===== config.mk =====
export PLATFORM = sky130hd
export DESIGN_NAME = bcd_down_counter_999
export DESIGN_NICKNAME = d
export VERILOG_FILES = /design/src/rtl/bcd_down_counter_999.sv
export SDC_FILE = /design/constraint.sdc
export NUM_CORES = 1
export LEC_CHECK = 0
export BUFFER_PORTS_ARGS = -buffer_cell sky130_fd_sc_hd__clkbuf_2
export CAP_MARGIN = 20
export CORE_MARGIN = 3
export CORE_UTILIZATION = 35
export CTS_CLUSTER_DIAMETER = 120
export DETAILED_ROUTE_END_ITERATION = 8
export PLACE_DENSITY = 0.58
export SLEW_MARGIN = 20
export SYNTH_ARGS = -nofsm -noshare
export SYNTH_HDL_FRONTEND = slang
export SYNTH_SLANG_ARGS = --single-unit

===== constraint.sdc =====
create_clock -name clk -period 2.1 [get_ports clk]
set_input_delay 0.21 -clock clk [delete_from_list [all_inputs] [get_ports clk]]
set_output_delay 0.21 -clock clk [all_outputs]
set_load 0.02 [all_outputs]

===== src/rtl/bcd_down_counter_999.sv =====
// Three-digit BCD down-counter (999..000) with a clamped BCD preset load,
// a terminal-count pulse, and optional wrap from 000 to 999.
// Digits are packed {hundreds, tens, ones}, 4 bits each.
module bcd_down_counter_999 #(
  parameter bit WRAP = 1'b1
) (
  input  logic        clk,
  input  logic        reset,     // asynchronous, active-low
  input  logic        enable,
  input  logic        load,
  input  logic [11:0] load_val,
  output logic [11:0] Q,
  output logic        zero,
  output logic        done,
  output logic        borrow,
  output logic        load_err
);

  localparam int NDIG = 3;

  logic [11:0]     q_q, q_d;
  logic            done_q, done_d;
  logic            borrow_q, borrow_d;
  logic            load_err_q, load_err_d;

  logic [11:0]     load_clamped;
  logic [NDIG-1:0] nibble_over;
  logic [11:0]     q_dec;
  logic            q_is_zero;

  // Clamp each preset nibble into 0..9 so the count can never hold a non-BCD digit.
  genvar gi;
  generate
    for (gi = 0; gi < NDIG; gi++) begin : g_clamp
      assign nibble_over[gi]          = (load_val[gi*4 +: 4] > 4'd9);
      assign load_clamped[gi*4 +: 4]  = nibble_over[gi] ? 4'd9 : load_val[gi*4 +: 4];
    end
  endgenerate

  assign q_is_zero = (q_q == 12'h000);

  // Ripple-borrow decrement: a digit borrows only when every lower digit was 0.
  always_comb begin
    logic brw;
    q_dec = q_q;
    brw   = 1'b1;
    for (int i = 0; i < NDIG; i++) begin
      if (brw) begin
        if (q_q[i*4 +: 4] == 4'd0) begin
          q_dec[i*4 +: 4] = 4'd9;
        end else begin
          q_dec[i*4 +: 4] = q_q[i*4 +: 4] - 4'd1;
          brw             = 1'b0;
        end
      end
    end
  end

  // Next-state selection: load beats enable beats hold; pulses default low.
  always_comb begin
    q_d        = q_q;
    done_d     = 1'b0;
    borrow_d   = 1'b0;
    load_err_d = 1'b0;
    if (load) begin
      q_d        = load_clamped;
      load_err_d = |nibble_over;
    end else if (enable) begin
      if (q_is_zero) begin
        if (WRAP) begin
          q_d      = 12'h999;
          borrow_d = 1'b1;
        end
      end else begin
        q_d    = q_dec;
        done_d = (q_q == 12'h001);
      end
    end
  end

  // All state, including the one-cycle pulse flags, in one register block.
  always_ff @(posedge clk or negedge reset) begin
    if (!reset) begin
      q_q        <= 12'h000;
      done_q     <= 1'b0;
      borrow_q   <= 1'b0;
      load_err_q <= 1'b0;
    end else begin
      q_q        <= q_d;
      done_q     <= done_d;
      borrow_q   <= borrow_d;
      load_err_q <= load_err_d;
    end
  end

  assign Q        = q_q;
  assign zero     = q_is_zero;
  assign done     = done_q;
  assign borrow   = borrow_q;
  assign load_err = load_err_q;

endmodule


# Yosys cells after proc, flatten, opt, wreduce, memory -nomap -nowiden
# Index checks and enable logic that the tools add are counted.
# word_totals
regBits	15
input_bits	16
output_inout_bits	16
wordCells	44
# op_classes
addsub	3
magnitude_cmp	3
eq_ne	1
mux	21
n_reduce_logical	10
# ops
cell	n
two-way mux 12 bit	3
two-way mux 4 bit	8
== test 12 x 1 -> 1 bit, second input constant	1
> comparator 4 bit, second input constant	3
zero test 12 bit	1
zero test 4 bit	3
subtractor 4 x 1 -> 4 bit, second input constant	3
two-way mux 1 bit	10
nonzero test 3 bit	2
AND reduction 2 bit	2
OR reduction 3 bit	1
nonzero test 2 bit	1

# Longest topological paths before layout
# depth
depth_word	7
depth_mapped	7
depth_no_buf	6

# Least setup slack after synthesis
# OpenSTA, ideal clock, no wires.
# synth_path
path_kind	register -> output
startpoint	register q_q[0] (netlist: Q[0])
endpoint	output port zero
arrival_time_ns	1.478
required_ns	1.890
slack_ns	0.412
path_stages_with_launch	5
n_path_buf	0
cell_sequence	dfrtp_1 > inv_1 > ha_1 > or3b_1 > nor2_1
# synth_between
elab_chain_cells	1
# synth_lines
element	line_no	rtl
start, declared	21	logic [11:0] q_q, q_d;
start signal, assigned	89	q_q <= q_d;
zero test 12 bit	40	assign q_is_zero = (q_q == 12'h000);
end, declared	13	output logic zero,
# Every way passes these cells.

# Worst setup path after layout
# Ends and elaborated chain as after synthesis.

==> results.yml <==
die:
  rows: 18
  coreArea_mm2: 0.00254
  fp.dieArea_mm2: 0.00342
  num_io_pins: 32
  die_y_um: 58.5
  initial_core_util: 0.379
  fp.dieW_um: 58.5
placed_design:
  io_buffers: 31
  place_congestion: 0.748
  place_hpwl_mm: 1.81
  place_area_mm2: 0.00114
  dp_slack_ns: 0.293
  dp.cells: 170
power:
  vdd_drop_max_mv: 0.429
  power_density_mw_per_mm2: 618
  power.leakage_nw: 0.594
synthesis:
  synth_top_area_frac: 0.390
  synth_seq_cells: 15
  synthCells: 113
  synthArstFlopShare: 1.00
  yosysWarnings: 0
  synth_area_leader_cell: "dfrtp_1"
  synth_most_common_cell: "dfrtp_1"
  syn-cell-area_um2: 963
  synth_area_per_cell_um2: 8.53
  synth_edf_count: 0
  synth_commonest_cells: "dfrtp_1, a21oi_1, nor2_1"
  netlist_top_cells_area: "dfrtp_1, ha_1, a21oi_1"
  synth_nets: 136
  synth_seq_area_share: 0.390
  synth.distinct_cells: 30
  synthFlopType: "dfrtp_1"
worst_setup_path:
  r2r_slack_ns: 0.44
  crit_chain: "inv_1 > ha_2 > or3b_1 > nor2_1 > clkbuf_2"
  critPathSlowestCell: "dfrtp_1"
  worstSetupPathType: "flip-flop to output port"
  required_ns: 1.89
  path_delay_family: "simple AND/OR/NAND/NOR gates"
  r2r_start: "Q[0]$_DFFE_PN0P_"
  critPathCaptureType: "output port"
  rr_endpoint: "Q[10]$_DFFE_PN0P_"
  cp_num_buf_inv: 2
  start_kind: "flip-flop"
  endpoint: "zero"
  r2r_cells: 6
  crit_start: "Q[0]$_DFFE_PN0P_"
  crit_cells: 5
  worstPathMaxFanout: 7
  slowest_delay_ns: 0.45
  crit_arrival_ns: 1.71
global_routing:
  grt_overflow_total: 0
  grtUsageTotal: 0.146
  antenna_found_initial: 0
  grt_pass1_vias: 909
  grt_pass1_wl_mm: 3.93
  grt_max_degree: 16
clock_tree:
  cts_tree: "done"
  cts_root_buffer: "clkbuf_4"
  cts_buffers: 3
  cts.sinks: 15
  clkLatencyLatePin_ns: 0.28
  cts.clk_slew.worst_paths_ns: 0.10
  htreeDepth: 1
  clock_path_buffers: 2
timing:
  setup_viol: 0
  fmax_mhz: 521
  fin_setup_tns_ns: 0
  slew_headroom: 0.742
  rsz0062_at_grt: "no"
  finalClockSkew_ns: 0.00416
  drv_slew: 0
  min_period_ns: 1.92
  finalCritPeriodShare: 0.914
  worst_slew_pin_slew_ns: 0.383
  fin_ws_ns: 0.181
  whs_ns: 0.141
  hold_violations: 0
outcome:
  status: "completed"
job:
  maxCapViolCount: 0
route:
  vias: 916
  final_antenna_net_count: 0
  avgViaCountPerCell: 5.20
  wl_per_cell_um: 13.2
  first_pass_iters: 4
  drtIter0Drc: 25
  wl_mm: 2.32
  drc: 0
hold_path:
  hold_depth: 3
  min-delay-path-class: "primary input to flip-flop"
cells_and_area:
  num_antenna_cells: 0
  finalNonFillerCells: 176
  fin_nets: 170
  areaGrowthSynthToFinish_pct: 24.7
  drive_above_1_share: 0.288
  design_area_mm2: 0.00120
==> placed cells by master, fill, tap and decap left out, drive strengths merged <==
cell type    count
clkbuf          34
nor3b            3
buf              1
nor3             4
nor4             1
inv              9
nor2            12
and4bb           1
ha               7
a2bb2oi          1
dfrtp           15
a31oi            3
nand2            8
a22oi            1
o21a             2
o21ai           14
nand4bb          1
dlygate4sd3      1
mux2i            3
or3b             2
or3              1
nand3            5
a21oi           13
nor2b            2
clkinv           1
a41o             1
==> worst min-delay path by stage <==
stage,slack [ns],to,from
6_report,0.14,Q[2]$_DFFE_PN0P_,load_val[2]
3_5_place_dp,0.16,Q[9]$_DFFE_PN0P_,reset
4_1_cts,0.13,Q[2]$_DFFE_PN0P_,load_val[2]
5_1_grt,0.15,Q[2]$_DFFE_PN0P_,load_val[2]
3_3_place_gp,0.15,Q[9]$_DFFE_PN0P_,reset
2_1_floorplan,-0.09,Q[0]$_DFFE_PN0P_,reset
==> state kept, by name, summed over array words and instances, names as in the netlist <==
name / count
borrow: 1
done: 1
load_err: 1
Q: 12
==> worst register-to-register path, delay by kind of cell, from the launching register on <==
| kind | cells | cell delay (ns) |
|---|---|---|
| muxes | 1 | 0.17 |
| AOI/OAI and AO/OA | 1 | 0.08 |
| buffers and inverters | 1 | 0.11 |
| and+or+nand+nor | 2 | 0.51 |
| DFF | 1 | 0.45 |
| adders and majority gates | 1 | 0.23 |
==> routing by layer <==
layer / vias to the layer above / track usage / routed length [um]
li1: 470 / - / -
met2: 24 / 0.250 / 1080
met4: 0 / 0.0199 / 17
met3: 2 / 0.0263 / 105
met1: 420 / 0.197 / 1110
met5: - / 0 / 0
==> where the power goes <==
part,internal (mW),total [mW],leakage [nW],switching (mW)
sequential,0.315,0.353,0.183,0.0380
combinational,0.0896,0.221,0.394,0.132
clock,0.0705,0.169,0.0177,0.0983
==> what timing repair did <==
| item | 4_1_cts | 5_1_grt |
|---|---|---|
| gates cloned | 0 | 0 |
| gates resized for setup | 1 | 3 |
| hold buffers | 1 | 0 |
| setup buffers | 0 | 1 |
| endpoints found under the hold margin | 15 | 0 |
| setup endpoints to repair | 1 | 1 |
==> stage by stage <==
step           utilization  power [mW]
3_3_place_gp         0.446       0.567
2_1_floorplan            -       0.493
5_1_grt              0.472       0.797
4_1_cts              0.463       0.745
3_5_place_dp         0.446       0.571
6_report             0.472       0.743
==> final cells by class <==
cell class              count  area [um^2]
repair buffers             33          173
fillers                   264         1340
clock inverters             1         5.00
flip-flops and latches     15          375
clock buffers               3         22.5
well taps                  30         37.5
inverters                   9         33.8
multi-input cells          85          554
==> logic make-up after synthesis <==
group | Yosys count | share of synthesized area
buffers and inverters | 13 | 0.0558
AND/OR/NAND/NOR | 40 | 0.230
AO/OA/AOI/OAI | 35 | 0.203
multiplexers | 3 | 0.0312
adder cells (fa/ha/maj) | 7 | 0.0909
flip-flops | 15 | 0.390
Power figures use the tool's default switching activity.
